<file path="config.mk">
export PLATFORM = sky130hd
export DESIGN_NAME = mul_div_unit
export DESIGN_NICKNAME = d
export VERILOG_FILES = /design/src/rtl/mul_div_unit.sv
export SDC_FILE = /design/constraint.sdc
export NUM_CORES = 1
export LEC_CHECK = 0
export ABC_AREA = 1
export CELL_PAD_IN_SITES_DETAIL_PLACEMENT = 0
export CELL_PAD_IN_SITES_GLOBAL_PLACEMENT = 1
export CORE_MARGIN = 1.5
export CORE_UTILIZATION = 41
export CTS_CLUSTER_DIAMETER = 100
export DETAILED_ROUTE_END_ITERATION = 10
export PLACE_DENSITY_LB_ADDON = 0.1
export SETUP_SLACK_MARGIN = 0.02
export SLEW_MARGIN = 10
export SYNTH_ARGS = -nofsm -noshare
export SYNTH_HDL_FRONTEND = slang
export SYNTH_SLANG_ARGS = --single-unit
</file>
<file path="constraint.sdc">
create_clock -name clock -period 3.8 [get_ports clock]
set_input_delay 0.76 -clock clock [delete_from_list [all_inputs] [get_ports clock]]
set_output_delay 0.76 -clock clock [all_outputs]
set_load 0.01 [all_outputs]
</file>
<file path="src/rtl/mul_div_unit.sv">
// Iterative signed/unsigned multiply/divide unit with MIPS-style HI/LO registers.
// Shift-add multiply and restoring divide share one 2*WIDTH accumulator, one bit per clock.
module mul_div_unit #(
  parameter int WIDTH = 32
) (
  input  logic             clock,
  input  logic             reset,
  input  logic             start,
  input  logic [1:0]       op,
  input  logic [WIDTH-1:0] a,
  input  logic [WIDTH-1:0] b,
  input  logic             wr_hi,
  input  logic             wr_lo,
  input  logic [WIDTH-1:0] wr_data,
  output logic             busy,
  output logic             done,
  output logic             div_by_zero,
  output logic [WIDTH-1:0] hi,
  output logic [WIDTH-1:0] lo
);

  localparam int CW = $clog2(WIDTH + 1);

  typedef enum logic [1:0] {
    IDLE = 2'd0,
    CALC = 2'd1,
    FIX  = 2'd2
  } state_t;

  state_t state, next_state;

  logic               is_div;
  logic [WIDTH-1:0]   a_q;
  logic [WIDTH-1:0]   mag_a;
  logic [WIDTH-1:0]   mag_b;
  logic               neg_a;
  logic               neg_b;
  logic               seeded;
  logic [CW-1:0]      count;
  logic [2*WIDTH-1:0] acc;
  logic [WIDTH-1:0]   hi_q;
  logic [WIDTH-1:0]   lo_q;
  logic               done_q;
  logic               dbz_q;

  logic a_neg_in;
  logic b_neg_in;

  assign a_neg_in = op[0] & a[WIDTH-1];
  assign b_neg_in = op[0] & b[WIDTH-1];

  // NOTE: sequential state uses non-blocking assignments so every register
  // samples pre-edge values regardless of block ordering.
  always_ff @(posedge clock) begin
    if (reset) state <= IDLE;
    else       state <= next_state;
  end

  // NOTE: every output of this block gets a default first, so no path can
  // leave a signal unassigned and infer a latch.
  always_comb begin
    next_state = state;
    busy       = 1'b0;
    case (state)
      IDLE: if (start) next_state = CALC;
      CALC: begin
        busy = 1'b1;
        if (seeded && count == CW'(1)) next_state = FIX;
      end
      FIX: begin
        busy       = 1'b1;
        next_state = IDLE;
      end
      default: next_state = IDLE;
    endcase
  end

  // One iteration: multiply adds the multiplicand into the upper half and
  // shifts right; divide shifts the remainder left and trial-subtracts.
  logic [WIDTH:0]       mul_sum;
  logic [WIDTH:0]       div_shift;
  logic [WIDTH:0]       div_diff;
  logic                 div_ge;
  logic [2*WIDTH-1:0]   step_acc;

  always_comb begin
    mul_sum   = {1'b0, acc[2*WIDTH-1:WIDTH]} + (acc[0] ? {1'b0, mag_a} : '0);
    div_shift = acc[2*WIDTH-1:WIDTH-1];
    div_diff  = div_shift - {1'b0, mag_b};
    div_ge    = ~div_diff[WIDTH];
    if (is_div)
      step_acc = {(div_ge ? div_diff[WIDTH-1:0] : div_shift[WIDTH-1:0]),
                  acc[WIDTH-2:0], div_ge};
    else
      step_acc = {mul_sum, acc[WIDTH-1:1]};
  end

  // Sign correction applied to the magnitude result as it leaves FIX.
  logic               neg_res;
  logic [2*WIDTH-1:0] prod;
  logic [WIDTH-1:0]   fix_hi;
  logic [WIDTH-1:0]   fix_lo;
  logic               fix_dbz;

  always_comb begin
    neg_res = neg_a ^ neg_b;
    prod    = neg_res ? -acc : acc;
    fix_hi  = prod[2*WIDTH-1:WIDTH];
    fix_lo  = prod[WIDTH-1:0];
    fix_dbz = 1'b0;
    if (is_div) begin
      if (mag_b == '0) begin
        fix_lo  = '1;
        fix_hi  = a_q;
        fix_dbz = 1'b1;
      end else begin
        fix_lo = neg_res ? -acc[WIDTH-1:0] : acc[WIDTH-1:0];
        fix_hi = neg_a ? -acc[2*WIDTH-1:WIDTH] : acc[2*WIDTH-1:WIDTH];
      end
    end
  end

  always_ff @(posedge clock) begin
    if (reset) begin
      is_div <= 1'b0;
      a_q    <= '0;
      mag_a  <= '0;
      mag_b  <= '0;
      neg_a  <= 1'b0;
      neg_b  <= 1'b0;
      seeded <= 1'b0;
      count  <= '0;
      acc    <= '0;
      hi_q   <= '0;
      lo_q   <= '0;
      done_q <= 1'b0;
      dbz_q  <= 1'b0;
    end else begin
      done_q <= 1'b0;
      case (state)
        IDLE: begin
          if (start) begin
            is_div <= op[1];
            a_q    <= a;
            mag_a  <= a_neg_in ? -a : a;
            mag_b  <= b_neg_in ? -b : b;
            neg_a  <= a_neg_in;
            neg_b  <= b_neg_in;
            count  <= CW'(WIDTH);
            seeded <= 1'b0;
          end else begin
            if (wr_hi) hi_q <= wr_data;
            if (wr_lo) lo_q <= wr_data;
          end
        end
        CALC: begin
          // First CALC clock seeds the accumulator from the latched magnitudes.
          if (!seeded) begin
            seeded <= 1'b1;
            acc    <= {{WIDTH{1'b0}}, (is_div ? mag_a : mag_b)};
          end else begin
            acc   <= step_acc;
            count <= count - CW'(1);
          end
        end
        FIX: begin
          hi_q   <= fix_hi;
          lo_q   <= fix_lo;
          dbz_q  <= fix_dbz;
          done_q <= 1'b1;
        end
        default: ;
      endcase
    end
  end

  assign done        = done_q;
  assign div_by_zero = dbz_q;
  assign hi          = hi_q;
  assign lo          = lo_q;

endmodule
</file>
# Word-level counts from Yosys, hierarchy flattened
# Index checks and enable logic that the tools add are counted.
# word_totals
inputBits	103
out_inout_bits	67
word_cells	79
ff_bits	238
# op_classes
n_addsub	8
mux	32
n_bitwise	4
reduce_logical	12
eq_ne	9
# op_table
op	count
2-to-1 mux 32 bit	15
2-to-1 mux 64 bit	3
negation 32 bit	4
one-hot mux 32 bit (2 select lines)	2
negation 64 bit	1
adder 32 x 32 -> 33 bit	1
subtractor 33 x 32 -> 33 bit	1
zero test 32 bit	1
2-to-1 mux 6 bit	2
!= test 2 bit (second input constant)	6
one-hot mux 6 bit (2 select lines)	1
AND reduction 3 bit	3
== test 6 x 1 -> 1 bit (second input constant)	1
AND reduction 2 bit	3
subtractor 6 x 1 -> 6 bit (second input constant)	1
2-to-1 mux 1 bit	5
2-to-1 mux 2 bit	2
one-hot mux 2 bit (2 select lines)	1
nonzero test 2 bit	2
bitwise AND 1 bit	2
== test 2 x 1 -> 1 bit (second input constant)	1
== test 2 bit (second input constant)	1
zero test 2 bit	1
one-hot mux 1 bit (2 select lines)	1
4 further kinds	4

# Longest topological paths before layout
# logic_depth
ltp_word	5
mapped_depth	22
mapped_depth_nobuf	20

# Worst setup path after synthesis
# Ideal clock, no wire load.
# synth_timing
kind	reg-to-reg
from	register acc[0]
to	register acc[57]
path_buffers	2
path_stages_with_launch	22
arrival_time_ns	2.553
required_ns	3.668
path_slack_ns	1.115
cell_sequence	dfxtp_1 -> buf_6 -> clkbuf_1 -> nand2_1 -> inv_1 -> ha_1 -> inv_1 -> fa_1 -> inv_1 -> nand2_1 -> o21ai_0 -> nand2_1 -> nand2_1 -> nand2_1 -> nand2_1 -> nand2_1 -> nand3_1 -> nand3_1 -> nand2_1 -> inv_1 -> nand2_1 -> a21oi_1
# synth_via
elab_chain_cells	4
# synth_lines
item	line	rtl
start: declaration	40	logic [2*WIDTH-1:0] acc;
start signal: assignment	160	acc <= {{WIDTH{1'b0}}, (is_div ? mag_a : mag_b)};
start signal: assignment	162	acc <= step_acc;
2-to-1 mux 32 bit	87	mul_sum = {1'b0, acc[2*WIDTH-1:WIDTH]} + (acc[0] ? {1'b0, mag_a} : '0);
adder 32 x 32 -> 33 bit	87	
2-to-1 mux 64 bit	91	if (is_div)
2-to-1 mux 64 bit	158	if (!seeded) begin
# No other way between the ends.
# A chain may end at the register's enable or synchronous reset.

# Worst setup path after layout
# layout_timing
from	register acc[0]
to	register acc[60]
# Same word-level chain as after synthesis.

==> results.md <==
- Top_reg_cell synth: dfxtp_1
- Hold Buf Count CTS: 0
- Detail Route Antenna Nets: 0
- Total power: 9.00 mW
- Initial core utilization: 41.4%
- Post-synth EDFFs: 0
- Layout area overhead: 16.6%
- Post-synthesis mux area share: 0%
- Max Cap Violations: 0
- Post-Synth XOR/XNOR Area: roughly 3.2%
- Netlist cell types: 57
- Post-synthesis adder-cell area fraction: between 4 and 5%
- Final hold vios: 0
- Clock sink count: 237
- Clock Latency Late Sink: 0.62 ns
- HPWL after DPL: between 70 and 80 mm
- WP buf/inv: 2
- FMAX: 320 MHz
- # rows: 81
- Place WS: 0.739 ns
- Compound-Gate Fraction of Synth Area: 20.3%
- Final Instance Count excl. Fillers: approximately 4200
- Leading post-synthesis cells by cell area: dfxtp_1, nand2_1, inv_1
- Clock-pin slew on the worst setup and hold paths: 0.07 ns
- Cell Chain, Critical Path: buf_4, nand2_1, inv_1, ha_1, nand2_1, o21ai_0, nor2_1, a21oi_1, nand2_1, nand3_1, nand3_1, nand3_1, a21oi_1
- Met1 wire length: 41.9 mm
- Largest net degree at the start of global routing: 120
- Mapped Nets: 3652
- YS warnings: 0
- Worst Path Required: ~4.3 ns
- H-tree Lvls: 1
- Final GP Congestion: 1.02
- Max Slew Vio Count: 0
- Pwr per Cell Area: 383 nW/um2
- # port buffers: approximately 170
- Post-CTS Setup Repair Bufs: 0
- Core Footprint: slightly below 50000 um2
- VDD IR-drop max: 0.000407 V
- Fill cells: 5294
- Synthesized area per cell: 5.79 um2
- Slowest CP cell: a21oi_1
- Initial antenna violation count: 1
- Crit path kind: reg2reg
- CTS Buf Count: 30
- Area after DPL: 22500 um2
- Worst Setup End Kind: register
- Actual slew at the worst max-slew pin: roughly 1 ns
- WL met3: 9.68 mm
- First-pass GRT wire length: about 140 mm
- DR pass1 iterations: 6
- Clk root buf: clkbuf_16
- Post-CTS resize count: 0
- Most frequent cell after synthesis: nand2_1
- Synth cell count leaders: nand2_1, inv_1, nor2_1, a21oi_1, nand3_1
- Die Area: around 50000 um2
- Slew HR: 32.9%
- Post-synthesis sequential area ratio: 23.6%
- Area share of the largest cell type after synthesis: 23.6%
- Worst setup SP type: register
- Setup TNS: 0 ns
- Via density: 5.71
- Share of layout cells above drive strength 1: 5.04%
- Clock Tree Buf Depth: 3
- Post-Route Skew: between 0.03 and 0.04 ns
- Avg WL per Cell: 22.1 um
- Largest delay share family, worst path: compound AO/OA/AOI/OAI gates
- Number of cells after detailed placement: 4176
- Outcome: finished, final reports clean
- Worst Hold Class: reg2reg
- Vias: 24174
- Gr usage total: roughly 36%
- Worst Setup Slack, final: 0.672 ns
- Final setup viols: 0
- Min Tclk post-route: 3.13 ns
- CP peak stage delay: roughly 0.46 ns
- Die Wd: 225 um
- Synth area leader: dfxtp_1
- Post-Synth Simple-Gate Area: 35.8%
- Nets: 3764
- Die height: 225 um
- Vias in the first global route: between 20000 and 25000
- Final Core Density: 48.2%
- CTS tree: built
- Design area: 23500 um2
- Grt total ovfl: 0
- I/O Pins: 170
- Fin crit share: 82.3%
- Met2 Wirelength: between 30 and 40 mm
- Flops & latches, synth: ~240
- Post-Synthesis Cells: between 3000 and 4000
- Async set-reset flop share out of synthesis: 0%
- CP Data Arrival Time: about 3.6 ns
- Synthesized area: 20100 um2
- Drt initial violations: 2850
- Largest family of logic cells by synthesized area: simple AND/OR/NAND/NOR gates
- Unrepaired setup endpoints after global routing: false
- CP max FO: 30
- Worst hold slack: about 0.47 ns
- Top sig layer: met5
- Routed WL: between 90 and 100 mm
- DR DRC count: 0
- Leakage: about 11 nW
==> per-layer routing <==
metal | track usage, % | vias to the layer above
li1 | - | 11576
met2 | 52.2 | 1172
met5 | 0 | -
met1 | 52.3 | 11293
met3 | 8.16 | 131
met4 | 12.3 | 2
==> worst reg2reg max path, stage by stage, from the launching register on <==
cell and delay (ns):
dfxtp_1 0.41, buf_4 0.37, nand2_1 0.12, inv_1 0.14, ha_1 0.25, nand2_1 0.17
o21ai_0 0.40, nor2_1 0.10, a21oi_1 0.46, nand2_1 0.15, nand3_1 0.10, nand3_1 0.11
nand3_1 0.13, a21oi_1 0.07
==> flip-flops by register name (all words and copies together), names as in the netlist, 2 cells and up <==
signal and count:
a_q 32, mag_b 32, hi 32, count 6, mag_a 31, lo 32
acc 64, state 2
==> cells in the final DEF, fill, tap and decap left out, types with 11 or more instances in the layout <==
master	Yosys	final
xor2_1	55	55
nand3_1	310	310
a211oi_1	13	13
o211ai_1	46	46
o21ai_0	270	270
nand4_1	49	49
buf_4	1	60
a21oi_1	333	332
o21bai_1	11	11
o21ai_1	12	11
clkbuf_16	0	30
nor2_1	339	338
inv_1	484	482
clkdlybuf4s50_1	0	168
a31oi_1	23	23
dfxtp_1	237	236
nor3_1	48	48
xnor2_1	18	18
nand2_2	12	12
nor2_2	10	11
ha_1	73	71
nand2_1	876	875
==> layout make-up <==
type	count	area (um2)	share of cell area, %
Antenna cell	1	2.50	0.0107
Clock buffer	39	835	3.56
Clock inverter	16	141	0.603
Inverter	493	1860	7.91
Multi-Input combinational cell	2593	12900	55.0
Sequential cell	237	4750	20.2
Tap cell	622	778	3.32
Timing Repair Buffer	231	2190	9.34
==> worst paths after layout <==
check | from | endpoint | slack [ns] | cells past startpoint
hold / removal | mag_b[31]$_SDFFE_PP0P_ | mag_b[31]$_SDFFE_PP0P_ | 0.47 | 2
setup reg to reg | acc[0]$_SDFFE_PP0P_ | acc[60]$_SDFFE_PP0P_ | 0.67 | 13
hold reg to reg | mag_b[31]$_SDFFE_PP0P_ | mag_b[31]$_SDFFE_PP0P_ | 0.47 | 2
setup / recovery | acc[0]$_SDFFE_PP0P_ | acc[60]$_SDFFE_PP0P_ | 0.67 | 13
==> cell families (layout without fill, tap and decap cells) <==
kind of cell | count (synthesis) | in the layout
compound gates | 750 | 750
xor+xnor | 73 | 73
fa+ha+maj | 75 | 75
buf+inv | 644 | 779
flops | 237 | 237
other cells | 0 | 1
simple gates | 1695 | 1695
==> where the power goes <==
group          leakage, nW  switching (mW)  internal [mW]
clock network        0.467            1.28           1.57
logic                 8.73            2.22          0.986
registers             1.95           0.220           2.72
Note: power is estimated with default switching activity, not from simulation.
